--- src/rtl/hilo_muldiv_ctrl_pkg.sv ---
// Shared types for the HI/LO multiply/divide controller: FSM states,
// op-select encodings and op classification helpers.
package hilo_muldiv_ctrl_pkg;

  typedef enum logic [1:0] {
    ST_IDLE = 2'd0,
    ST_MUL  = 2'd1,
    ST_DIV  = 2'd2,
    ST_DONE = 2'd3
  } state_e;

  typedef enum logic [2:0] {
    OP_MULT  = 3'd0,
    OP_MULTU = 3'd1,
    OP_DIV   = 3'd2,
    OP_DIVU  = 3'd3,
    OP_MTHI  = 3'd4,
    OP_MTLO  = 3'd5,
    OP_NOP6  = 3'd6,
    OP_NOP7  = 3'd7
  } op_e;

  function automatic logic op_is_mul(input op_e op);
    return (op == OP_MULT) || (op == OP_MULTU);
  endfunction

  function automatic logic op_is_div(input op_e op);
    return (op == OP_DIV) || (op == OP_DIVU);
  endfunction

  function automatic logic op_is_signed(input op_e op);
    return (op == OP_MULT) || (op == OP_DIV);
  endfunction

endpackage

--- src/rtl/hilo_muldiv_ctrl_div_iter.sv ---
// Restoring unsigned divider core (div_iter). The first quotient bit is
// resolved on the load edge, so after load plus W-1 further edges the
// quotient/remainder registers are final and done is high for one cycle.
module hilo_muldiv_ctrl_div_iter #(
  parameter int W = 32
) (
  input  logic         clk,
  input  logic         rst,
  input  logic         load,
  input  logic [W-1:0] dividend,
  input  logic [W-1:0] divisor,
  output logic [W-1:0] quotient,
  output logic [W-1:0] remainder,
  output logic         done
);

  localparam int CW = $clog2(W) + 1;

  logic [W-1:0]  rem_q, quo_q, dvs_q;
  logic [CW-1:0] cnt_q;
  logic          busy_q;

  logic [W-1:0]  src_rem, src_quo, src_dvs, rem_nx, quo_nx;
  logic [W:0]    shifted, trial;
  logic          fits;

  // One restoring step: shift in the next dividend bit, subtract if it fits.
  always_comb begin
    src_rem = load ? '0 : rem_q;
    src_quo = load ? dividend : quo_q;
    src_dvs = load ? divisor : dvs_q;
    shifted = {src_rem, src_quo[W-1]};
    trial   = shifted - {1'b0, src_dvs};
    fits    = ~trial[W];
    rem_nx  = fits ? trial[W-1:0] : shifted[W-1:0];
    quo_nx  = {src_quo[W-2:0], fits};
  end

  assign done      = busy_q && (cnt_q == CW'(W));
  assign quotient  = quo_q;
  assign remainder = rem_q;

  // Iteration registers; load restarts the core even if a previous run is live.
  // NOTE: sequential state uses non-blocking assignments so every register
  // samples pre-edge values regardless of statement order.
  always_ff @(posedge clk or posedge rst) begin
    if (rst) begin
      rem_q  <= '0;
      quo_q  <= '0;
      dvs_q  <= '0;
      cnt_q  <= '0;
      busy_q <= 1'b0;
    end else if (load) begin
      rem_q  <= rem_nx;
      quo_q  <= quo_nx;
      dvs_q  <= divisor;
      cnt_q  <= CW'(1);
      busy_q <= 1'b1;
    end else if (busy_q && !done) begin
      rem_q  <= rem_nx;
      quo_q  <= quo_nx;
      cnt_q  <= cnt_q + 1'b1;
    end else if (done) begin
      busy_q <= 1'b0;
    end
  end

endmodule

--- src/rtl/hilo_muldiv_ctrl.sv ---
// HI/LO write sequencer: iterative MULT/MULTU, restoring DIV/DIVU via
// div_iter, one-cycle MTHI/MTLO moves. Stalls EX while a multi-cycle op runs.
// Optional macro MULDIV_FAST_MUL_EN: single-cycle combinational multiply.
module hilo_muldiv_ctrl
  import hilo_muldiv_ctrl_pkg::*;
#(
  parameter int DATA_W = 32,
  parameter int OP_W   = 3
) (
  input  logic              clk,
  input  logic              rst,
  input  logic              start,
  input  logic [OP_W-1:0]   op,
  input  logic [DATA_W-1:0] src_a,
  input  logic [DATA_W-1:0] src_b,
  input  logic              flush,
  output logic              stall,
  output logic              hi_we,
  output logic [DATA_W-1:0] hi_data,
  output logic              lo_we,
  output logic [DATA_W-1:0] lo_data
);

  localparam int MSB = DATA_W - 1;

  state_e state_q, state_d;
  op_e    op_d;
  logic   is_mul_op, is_div_op, signed_op, accept, div_load, div_done;

  logic [DATA_W-1:0] a_mag, b_mag, quo, rem, q_fin, r_fin, a_q;
  logic              q_neg_q, r_neg_q, dz_q;

  function automatic logic [DATA_W-1:0] magnitude(input logic [DATA_W-1:0] x,
                                                  input logic sgn);
    return (sgn && x[MSB]) ? -x : x;
  endfunction

  assign op_d      = op_e'(op[2:0]);
  assign is_mul_op = op_is_mul(op_d);
  assign is_div_op = op_is_div(op_d);
  assign signed_op = op_is_signed(op_d);
  assign accept    = (state_q == ST_IDLE) && start && !flush;
  assign div_load  = accept && is_div_op;
  assign a_mag     = magnitude(src_a, signed_op);
  assign b_mag     = magnitude(src_b, signed_op);

  // Divide by zero bypasses sign fix-up: LO all ones, HI the original dividend.
  assign q_fin = dz_q ? '1   : (q_neg_q ? -quo : quo);
  assign r_fin = dz_q ? a_q  : (r_neg_q ? -rem : rem);

  hilo_muldiv_ctrl_div_iter #(.W(DATA_W)) u_div_iter (
    .clk       (clk),
    .rst       (rst),
    .load      (div_load),
    .dividend  (a_mag),
    .divisor   (b_mag),
    .quotient  (quo),
    .remainder (rem),
    .done      (div_done)
  );

`ifdef MULDIV_FAST_MUL_EN
  logic [2*DATA_W-1:0] prod_mag, prod_fast;
  assign prod_mag  = {{DATA_W{1'b0}}, a_mag} * {{DATA_W{1'b0}}, b_mag};
  assign prod_fast = (signed_op && (src_a[MSB] ^ src_b[MSB])) ? -prod_mag : prod_mag;
`else
  localparam int CW = $clog2(DATA_W) + 1;
  logic [2*DATA_W-1:0] mcand_q, acc_q, acc_nx, prod_fin;
  logic [DATA_W-1:0]   mplier_q;
  logic [CW-1:0]       mcnt_q;
  logic                mul_neg_q, mul_last;

  assign acc_nx   = acc_q + (mplier_q[0] ? mcand_q : '0);
  assign prod_fin = mul_neg_q ? -acc_nx : acc_nx;
  assign mul_last = (mcnt_q == CW'(DATA_W - 1));
`endif

  // State register.
  always_ff @(posedge clk or posedge rst) begin
    if (rst) state_q <= ST_IDLE;
    else     state_q <= state_d;
  end

  // Next-state and stall decode.
  // NOTE: every always_comb output gets a default first so no path can
  // leave it unassigned and infer a latch.
  always_comb begin
    state_d = state_q;
    stall   = 1'b0;
    unique case (state_q)
      ST_IDLE: begin
        if (accept && is_mul_op) begin
          stall = 1'b1;
`ifdef MULDIV_FAST_MUL_EN
          state_d = ST_DONE;
`else
          state_d = ST_MUL;
`endif
        end else if (accept && is_div_op) begin
          stall   = 1'b1;
          state_d = ST_DIV;
        end
      end
      ST_MUL: begin
`ifdef MULDIV_FAST_MUL_EN
        state_d = ST_IDLE;
`else
        if (flush) state_d = ST_IDLE;
        else begin
          stall = 1'b1;
          if (mul_last) state_d = ST_DONE;
        end
`endif
      end
      ST_DIV: begin
        if (flush) state_d = ST_IDLE;
        else begin
          stall = 1'b1;
          if (div_done) state_d = ST_DONE;
        end
      end
      ST_DONE: state_d = ST_IDLE;
      default: state_d = ST_IDLE;
    endcase
  end

  // Operand capture, multiply iteration and registered HI/LO write port.
  always_ff @(posedge clk or posedge rst) begin
    if (rst) begin
      hi_we   <= 1'b0;
      lo_we   <= 1'b0;
      hi_data <= '0;
      lo_data <= '0;
      q_neg_q <= 1'b0;
      r_neg_q <= 1'b0;
      dz_q    <= 1'b0;
      a_q     <= '0;
`ifndef MULDIV_FAST_MUL_EN
      mcand_q   <= '0;
      mplier_q  <= '0;
      acc_q     <= '0;
      mcnt_q    <= '0;
      mul_neg_q <= 1'b0;
`endif
    end else begin
      hi_we <= 1'b0;
      lo_we <= 1'b0;
      unique case (state_q)
        ST_IDLE: begin
          if (accept) begin
            case (op_d)
              OP_MTHI: begin
                hi_we   <= 1'b1;
                hi_data <= src_a;
              end
              OP_MTLO: begin
                lo_we   <= 1'b1;
                lo_data <= src_a;
              end
              OP_MULT, OP_MULTU: begin
`ifdef MULDIV_FAST_MUL_EN
                hi_we              <= 1'b1;
                lo_we              <= 1'b1;
                {hi_data, lo_data} <= prod_fast;
`else
                mcand_q   <= {{DATA_W{1'b0}}, a_mag};
                mplier_q  <= b_mag;
                acc_q     <= '0;
                mcnt_q    <= '0;
                mul_neg_q <= signed_op & (src_a[MSB] ^ src_b[MSB]);
`endif
              end
              OP_DIV, OP_DIVU: begin
                q_neg_q <= signed_op & (src_a[MSB] ^ src_b[MSB]);
                r_neg_q <= signed_op & src_a[MSB];
                dz_q    <= (src_b == '0);
                a_q     <= src_a;
              end
              default: ;
            endcase
          end
        end
`ifndef MULDIV_FAST_MUL_EN
        ST_MUL: begin
          if (!flush) begin
            acc_q    <= acc_nx;
            mcand_q  <= mcand_q << 1;
            mplier_q <= mplier_q >> 1;
            mcnt_q   <= mcnt_q + 1'b1;
            if (mul_last) begin
              hi_we              <= 1'b1;
              lo_we              <= 1'b1;
              {hi_data, lo_data} <= prod_fin;
            end
          end
        end
`endif
        ST_DIV: begin
          if (!flush && div_done) begin
            hi_we   <= 1'b1;
            lo_we   <= 1'b1;
            hi_data <= r_fin;
            lo_data <= q_fin;
          end
        end
        default: ;
      endcase
    end
  end

endmodule

--- config.mk ---
export PLATFORM = sky130hd
export DESIGN_NAME = hilo_muldiv_ctrl
export DESIGN_NICKNAME = d
export VERILOG_FILES = /design/src/rtl/hilo_muldiv_ctrl_pkg.sv /design/src/rtl/hilo_muldiv_ctrl_div_iter.sv /design/src/rtl/hilo_muldiv_ctrl.sv
export SDC_FILE = /design/constraint.sdc
export NUM_CORES = 1
export LEC_CHECK = 0
export BUFFER_PORTS_ARGS = -buffer_cell sky130_fd_sc_hd__buf_2
export CAP_MARGIN = 20
export CORE_UTILIZATION = 45
export CTS_BUF_LIST = sky130_fd_sc_hd__clkbuf_4 sky130_fd_sc_hd__clkbuf_8 sky130_fd_sc_hd__clkbuf_16
export CTS_CLUSTER_SIZE = 12
export DETAILED_ROUTE_END_ITERATION = 6
export GPL_TIMING_DRIVEN = 1
export PLACE_DENSITY_LB_ADDON = 0.25
export SETUP_SLACK_MARGIN = 0.02
export SKIP_CTS_REPAIR_TIMING = 1
export SYNTH_ARGS = -nofsm -noshare
export SYNTH_HDL_FRONTEND = slang
export SYNTH_SLANG_ARGS = --single-unit
--- constraint.sdc ---
create_clock -name clk -period 10.8 [get_ports clk]
set_input_delay 1.08 -clock clk [delete_from_list [all_inputs] [get_ports clk]]
set_output_delay 1.08 -clock clk [all_outputs]
set_load 0.01 [all_outputs]
# After elaboration in Yosys (flattened, before gate mapping)
# Cells that the tools add are included.
# word_totals
in_bits	71
regBits	373
output_inout_bits	67
# classes
eq_ne	21
bitwise	4
reduce_logical	31
mux	69
n_addsub	9
# op_table
op	count
32-bit 2-to-1 mux	27
64-bit 2-to-1 mux	8
64-bit case mux with 2 select lines	2
32-bit case mux with 3 select lines	2
32-bit negation	4
64-bit adder	1
64-bit negation	1
32-bit case mux with 2 select lines	1
33-bit by 32-bit subtractor with 33-bit output	1
32-bit zero test	1
6-bit 2-to-1 mux	5
1-bit 2-to-1 mux	13
6-bit by 1-bit adder with 6-bit output (second input constant)	2
2-bit 2-to-1 mux	6
6-bit case mux with 2 select lines	1
6-bit AND reduction	2
1-bit logical AND	9
3-bit AND reduction	3
2-bit by 1-bit != test with 1-bit output (second input constant)	4
2-bit != test (second input constant)	4
2-bit case mux with 4 select lines	1
3-bit by 2-bit == test with 1-bit output (second input constant)	2
3-bit == test (second input constant)	2
6-bit by 5-bit == test with 1-bit output (second input constant)	1
20 further kinds	31

# Longest topological paths before layout
# Gate-level depths: netlist of the first run.
# logic_depth
word_depth	9
ltp_mapped	27
ltp_nobuf	24

# Cells and area by module
# Synthesis of the first run repeated with hierarchy kept, for this count alone.
# hier_totals
cells_unflattened	3380
area_unflattened_um2	27911.8
# by_module_without_submodules
mod	cells_per_inst	seq_area_each_um2	instances	area_each_um2
hilo_muldiv_ctrl	2661	6756.5	1	21379.3
hilo_muldiv_ctrl_div_iter	719	2577.5	1	6532.5

# Least setup slack after synthesis of the first run
# No wires, ideal clock.
# synth_path
path_type	input-to-reg
startpoint	in src_a[13]
endpoint	reg u_div_iter.rem_q[18], in the netlist u_div_iter.remainder[18]
arrival_ps	7098
t_required_ps	10734
cell_stages	27
path_slack_ps	3636
n_path_buf	3
cell_sequence	or4_1 or3_1 or4_1 nor4_1 nand3_1 nor3_1 nand2_1 o31ai_1 and3_1 a21oi_1 ha_1 fa_1 nor2b_1 o21a_1 o21a_1 o31a_1 a311o_1 a21oi_1 o311ai_0 o21a_1 o311a_1 clkbuf_1 and2_1 clkbuf_1 clkbuf_1 a22o_1 a22o_1
# synth_between
elab_chain_len	7
# synth_lines
item	line_no	rtl
start, declared	hilo_muldiv_ctrl.sv:14	input logic [DATA_W-1:0] src_a,
32-bit negation *	hilo_muldiv_ctrl.sv:35	return (sgn && x[MSB]) ? -x : x;
32-bit 2-to-1 mux *	hilo_muldiv_ctrl.sv:35	
32-bit 2-to-1 mux *	hilo_muldiv_ctrl_div_iter.sv:30	src_quo = load ? dividend : quo_q;
33-bit by 32-bit subtractor with 33-bit output *	hilo_muldiv_ctrl_div_iter.sv:33	trial = shifted - {1'b0, src_dvs};
32-bit 2-to-1 mux *	hilo_muldiv_ctrl_div_iter.sv:35	rem_nx = fits ? trial[W-1:0] : shifted[W-1:0];
32-bit 2-to-1 mux	hilo_muldiv_ctrl_div_iter.sv:59	end else if (busy_q && !done) begin
32-bit 2-to-1 mux *	hilo_muldiv_ctrl_div_iter.sv:53	end else if (load) begin
end signal, assigned	hilo_muldiv_ctrl_div_iter.sv:54	rem_q <= rem_nx;
end signal, assigned	hilo_muldiv_ctrl_div_iter.sv:60	rem_q <= rem_nx;
end, declared	hilo_muldiv_ctrl_div_iter.sv:19	logic [W-1:0] rem_q, quo_q, dvs_q;
# Mark *: on every way between the ends. The rest lies on a longest branch, timed or not. The select of a mux whose other input is x is not followed.
# A chain may end at the register's enable or synchronous reset.

# Final worst setup path of the first run
# layout_path
startpoint	in src_a[13]
endpoint	reg u_div_iter.rem_q[26], in the netlist u_div_iter.remainder[26]
# The elaborated chain is that of the path after synthesis.

==> qor.yml, run 1 <==
die_area_um2: 61600
synthSimpleGateAreaFrac_pct: 20.7
remaining_drc_errors: 0
gp_congestion: 0.967
rrSetupSlack_ns: 4.01
syn2layout_area_growth_pct: 10.0
clk_path_buf_depth: 3
busiest_layer: "met2"
leakage_nw: 13.2
crit_type: "in2reg"
rsz0062_at_grt: "false"
tightestPinTransition_ns: 1.16
crit_path_max_fanout: 28
rr_startpoint: "state_q[1]"
reg2reg_to: "u_div_iter.remainder[26]"
endpoint: "u_div_iter.remainder[26]"
grt_pass1_wl_um: 140000
final-max-slew-violation-count: 0
holdCritStartpoint: "a_q[3]"
dieHeight_um: 248
total_power_w: 0.00913
grt_pass1_vias: 23500
rows: 89
ys_types: 91
grt_util_met1_pct: 40.4
hold_viol: 0
crit_path_end_kind: "flop"
synthMuxAreaShare_pct: 1.88
via_per_inst: 6.09
grtUsageMet2_pct: 45.0
die_w_um: 248
floorplan.initialDensity_pct: 45.8
wirelength_um: 91700
final_common_cell: "nand2_1"
ys.flop_type: "dfrtp_1"
syn-instance-count: 3395
synth_edf_count: 0
drt-initial-drc-count: 2579
holdPathStages: 2
post-route-util_pct: 50.4
synth_compound_area_share_pct: 26.0
ctsRootBufferMaster: "clkbuf_16"
fp.coreArea_um2: 59500
htreeDepth: 2
hp-class: "reg2reg"
dp_hpwl_um: 68400
ir_worst_vdd_uv: 197
start_kind: "input pin"
finalClockSkew_ns: 0.0182
portBuffers: 137
setup-tns-final_ns: 0
synth-adder-area-share_pct: 5.06
cts_sinks: 373
cts-buffers-inserted: 46
path_clk_slew_ns: 0.06
cap_violations: 0
finalCriticalPeriod_ns: 7.64
ys_warn_count: 0
syn_nets: 3575
clk_latency_ns: 0.59
syn_area_um2: 27300
setup_viol: 0
cp_data_arrival_time_ns: 8.16
firstDrtPassIters: 6
synth_top_family_by_area: "compound AO/OA/AOI/OAI gates"
detail_route.wl_per_cell_um: 21.8
cp-startpoint: "src_a[13]"
fmax_mhz: 131
synthXorXnorAreaFrac_pct: 7.84
track_usage_pct: 29.5
ant_nets: 0
ios: 138
vias: 25700
gr-usage-met3_pct: 4.79
synth_seq_cells: 373
rr_worst_depth: 23
layout-drive-gt1-share_pct: 8.83
p_per_area_nw_per_um2: 304
status: "completed"
crit_required_ns: 11.32
nets: 3576
synth_area_per_cell_um2: 8.03
antenna_found_initial: 9
post-route-period-util_pct: 70.8
overflow: 0
async_flop_share_pct: 100
mostFrequentLayoutCells: "nand2_1, dfrtp_1, o21ai_0"
grt_max_degree: 172
seq_area_frac_synth_pct: 34.2
tritoncts: "built"
slew_headroom_pct: 21.7
==> critical path, stage by stage <==
cell,delay [ns]
buf_2,0.13
or4_1,0.54
or3_1,0.43
or4_1,0.48
nor4_1,0.42
nand3_1,0.19
nor3_1,0.23
nand2_1,0.11
o31ai_1,0.24
and3_1,0.20
a21oi_1,0.08
ha_1,0.28
fa_1,0.38
nor2b_1,0.17
o21a_1,0.15
o21a_1,0.15
o31a_1,0.18
a311o_1,0.30
a21oi_1,0.19
o311ai_0,0.59
o21a_1,0.22
o311a_1,0.14
buf_4,0.30
and2_1,0.61
a22o_1,0.23
a22o_1,0.13
==> flip-flops by register name (all words and copies together) (netlist names), 2 cells and up <==
signal                count
u_div_iter.dvs_q         32
u_div_iter.remainder     32
mcnt_q                    6
u_div_iter.quotient      32
a_q                      32
lo_data                  32
state_q                   2
mplier_q                 32
mcand_q                  64
u_div_iter.cnt_q          6
acc_q                    64
hi_data                  32
==> cells in the mapped netlist (41+ instances only) <==
cell type | n | area share (%)
nand2_1 | 526 | 7.2
dfrtp_1 | 373 | 34
o21ai_0 | 313 | 5.7
a21oi_1 | 254 | 4.7
nor2_1 | 254 | 3.5
clkbuf_1 | 198 | 2.7
xnor2_1 | 150 | 4.8
a22o_1 | 124 | 4.0
and2_1 | 109 | 2.5
ha_1 | 107 | 4.9
xor2_1 | 94 | 3.0
inv_1 | 90 | 1.2
o31ai_1 | 82 | 2.3
nor3_1 | 65 | 1.2
a31oi_1 | 60 | 1.4
mux2i_1 | 49 | 1.8
a21o_1 | 45 | 1.2
nand3_1 | 41 | 0.75
==> power by group <==
part	internal, W	switching (W)	total (W)	leakage, nW
clock network	0.000941	0.000656	0.00160	0.779
logic	0.00187	0.00322	0.00509	7.59
registers	0.00193	0.000514	0.00244	4.83
total	0.00474	0.00439	0.00913	13.2
==> cell families (layout without fill, tap and decap cells) <==
family | after synthesis | after routing
compound gates | 1097 | 1097
xor+xnor | 244 | 244
buf+inv | 309 | 347
mux | 51 | 51
flops | 373 | 373
simple gates | 1212 | 1212
other cells | 0 | 4
fa+ha+maj | 109 | 109
==> stage by stage <==
stage               cell area (µm²)  setup WS, ns  hold WS, ns  instances
floorplan                     27300          3.64        0.441       3395
global placement              28400          2.69        0.459       4120
detailed placement            28400          2.52        0.463       4120
finish                        30000          3.16        0.475       4210
CTS                           30000          3.06        0.477       4205
global route                  30000          2.65        0.496       4209
==> layer usage <==
layer | share of wire (%) | vias up
met5 | 0.063 | -
met4 | 5.1 | 10
met3 | 7.6 | 204
met2 | 44 | 1003
met1 | 43 | 12200
li1 | - | 12200
==> worst min-delay path by stage <==
stage	to
2_1_floorplan	u_div_iter.dvs_q[27]
3_5_place_dp	a_q[24]
4_1_cts	a_q[24]
3_3_place_gp	a_q[19]
5_1_grt	a_q[3]
6_report	a_q[3]
==> area by class of cell <==
cell class                 count  area, µm²
fill                        5824      29500
sequential                   373       9340
clock buffer                  61       1330
tap                          773        967
inverter                      91        345
antenna                        4       10.0
multi-input combinational   2713      16800
clock inverter                24        218
timing repair buffer         171        953
Power figures use the tool's default switching activity.
==> run 2: changes to the inputs <==
- ABC_AREA: unset -> 1
- clock period: 10.8 -> 6.2 ns (I/O delays scaled with it)
==> run 2 against run 1 <==
Against the previous run:
- non-clock buffer count grew 9
- final cell count up 37%
- die area increased by 10%
- via count up 23%
- combinational power increased by 150%
- wire length up 21%
- total power rose by 120%
- design area grew 10%
- hold slack worse by 0.39 ns
- largest power group unchanged
==> qor.yml, run 2 <==
nets: 5028  # +41%
synth_compound_area_share_pct: 15.9  # -10 points
ctsRootBufferMaster: "clkbuf_16"
mostFrequentLayoutCells: "nand2_1, inv_1, nor2_1"
synth_seq_cells: 373  # unchanged
layout-drive-gt1-share_pct: 8.30  # -0.53 points
leakage_nw: 17.7  # +34%
async_flop_share_pct: 100  # unchanged
grt_pass1_wl_um: 168000  # +20%
start_kind: "input pin"
tightestPinTransition_ns: 1.14  # -0.0149 ns
synthMuxAreaShare_pct: 0  # -1.9 points
synth_edf_count: 0  # unchanged
fp.coreArea_um2: 65900  # +11%
ir_worst_vdd_uv: 611  # +210%
cts_sinks: 373  # unchanged
htreeDepth: 2  # unchanged
synthXorXnorAreaFrac_pct: 2.57  # -5.3 points
vias: 31700  # +23%
p_per_area_nw_per_um2: 593  # +95%
clk_path_buf_depth: 3  # unchanged
firstDrtPassIters: 6  # unchanged
synth_top_family_by_area: "simple AND/OR/NAND/NOR gates"
grt_pass1_vias: 29100  # +24%
regArea_um2: 9340  # about the same
path_clk_slew_ns: 0.06  # about the same
final_common_cell: "nand2_1"
cp_data_arrival_time_ns: 5.49  # -2.67 ns
synth_area_per_cell_um2: 6.28  # -22%
syn_nets: 4964  # +39%
rsz0062_at_grt: "false"
grt_max_degree: 128  # -26%
ios: 138  # unchanged
cts-buffers-inserted: 45  # -2.2%
finalCriticalPeriod_ns: 5.02
floorplan.initialDensity_pct: 45.6  # -0.26 points
ys.flop_type: "dfrtp_1"
hp-class: "in2async"
setup_viol: 0  # unchanged
tritoncts: "built"
portBuffers: 137  # unchanged
syn-instance-count: 4784  # +41%
seq_area_frac_synth_pct: 31.1  # -3.2 points
syn_area_um2: 30000  # +10%
crit_required_ns: 6.67  # -4.65 ns
synth_most_common_cell: "nand2_1"
hold_viol: 0  # unchanged
pre_cts_ws_ns: 0.622  # -1.89 ns
rows: 94  # +5.6%
crit_path_max_incr_delay_ns: 0.40  # -0.21 ns
top_regs: "acc_q (64), mcand_q (64)"
crit_path_end_kind: "flop"
die_area_um2: 67800  # +10%
remaining_drc_errors: 0  # unchanged
dp_hpwl_um: 86500  # +26%
synth_area_leaders: "dfrtp_1, nand2_1, inv_1"
dieHeight_um: 260  # +4.9%
multi_input_area_um2: 17300  # +2.5%
cap_violations: 0  # unchanged
ys_types: 53  # -42%
gp_congestion: 1.02  # +5.4%
detail_route.wl_per_cell_um: 19.3  # -11%
yosysTopAreaCell: "dfrtp_1"
status: "completed"
crit_path_max_fanout: 53  # +89%
synth-adder-area-share_pct: 4.59  # -0.47 points
track_usage_pct: 32.4  # +2.9 points
setup_ws_ns: 1.18  # -1.98 ns
syn2layout_area_growth_pct: 10.3
fillers: 6924  # +19%
post-route-period-util_pct: 81.0
slew_headroom_pct: 23.6  # +1.9 points
post-route-util_pct: 50.3  # -0.16 points
clk_latency_ns: 0.62  # +0.03 ns
cpMostUsedCell: "nand2_1"
setup-tns-final_ns: 0  # unchanged
wirelength_um: 111000  # +21%
antenna_found_initial: 8  # -1
fmax_mhz: 199
ys_top_cells_by_count: "nand2_1, inv_1, nor2_1"
drt-initial-drc-count: 3364  # +30%
final-max-slew-violation-count: 0  # unchanged
slowest_stage: "fa_1"
synthSimpleGateAreaFrac_pct: 34.3  # +14 points
ant_nets: 0  # unchanged
finalClockSkew_ns: 0.0320  # +0.0138 ns
overflow: 0  # unchanged
ys_warn_count: 0  # unchanged
die_w_um: 260  # +4.9%
crit_type: "in2reg"
synth_top_area_share_pct: 31.1  # -3.2 points
via_per_inst: 5.51  # -9.6%
[run 2: worst max-delay path, delay by kind of cell]
| kind | cells | cell delay [ns] |
|---|---|---|
| and+or+nand+nor | 22 | 2.44 |
| AOI/OAI and AO/OA | 5 | 0.92 |
| buffers and inverters | 7 | 0.86 |
| adders and majority gates | 2 | 0.62 |
[run 2: logic make-up (layout without fill, tap and decap cells)]
kind of cell             Yosys count  after routing
AND/OR/NAND/NOR                 2445           2445
buffers and inverters            925           1023
AO/OA/AOI/OAI                    844            844
flip-flops                       373            373
adder cells (fa/ha/maj)          109            109
XOR/XNOR                          88             88
other                              0              1
[run 2: cell type report]
cell class | count | area share, %
multi-input cells | 3486 | 52.1
flip-flops and latches | 373 | 28.2
inverters | 762 | 8.66
clock buffers | 62 | 3.92
well taps | 864 | 3.26
repair buffers | 180 | 3.12
clock inverters | 19 | 0.725
diodes | 1 | 0.00756
[run 2: power by group]
part           leakage (nW)  internal (W)  total (W)  switching [W]
Clock                 0.770       0.00164    0.00281        0.00117
Sequential             4.73       0.00353    0.00437       0.000838
Combinational          12.2       0.00383     0.0125        0.00863
Total                  17.7       0.00900     0.0196         0.0106
[run 2: final timing paths]
path | start | end | slack, ns | depth (start not counted)
max | src_a[2] | u_div_iter.remainder[5] | 1.18 | 36
min | rst | u_div_iter.dvs_q[1] | 0.09 | 2
max reg2reg | state_q[0] | u_div_iter.remainder[5] | 1.20 | 30
min reg2reg | lo_data[16] | lo_data[16] | 0.48 | 2
max in group asynchronous | rst | mplier_q[0] | 4.83 | 3
min in group clk | src_a[26] | a_q[26] | 0.29 | 3
[run 2: per-stage QoR]
stage          instance area (µm²)  hold WS [ns]  cells  total power [W]
2_1_floorplan                30000         0.443   4784           0.0127
3_3_place_gp                 31600         0.463   5665           0.0164
3_5_place_dp                 31600         0.468   5665           0.0165
4_1_cts                      33100        0.0810   5746           0.0194
5_1_grt                      33100         0.131   5746           0.0212
6_report                     33100        0.0855   5747           0.0196
[run 2: metal layers]
layer  track usage, %  share of wire, %
met5                0             0.031
met4             13.2               4.3
met3             5.30               8.8
met1             45.2                44
met2             49.6                43
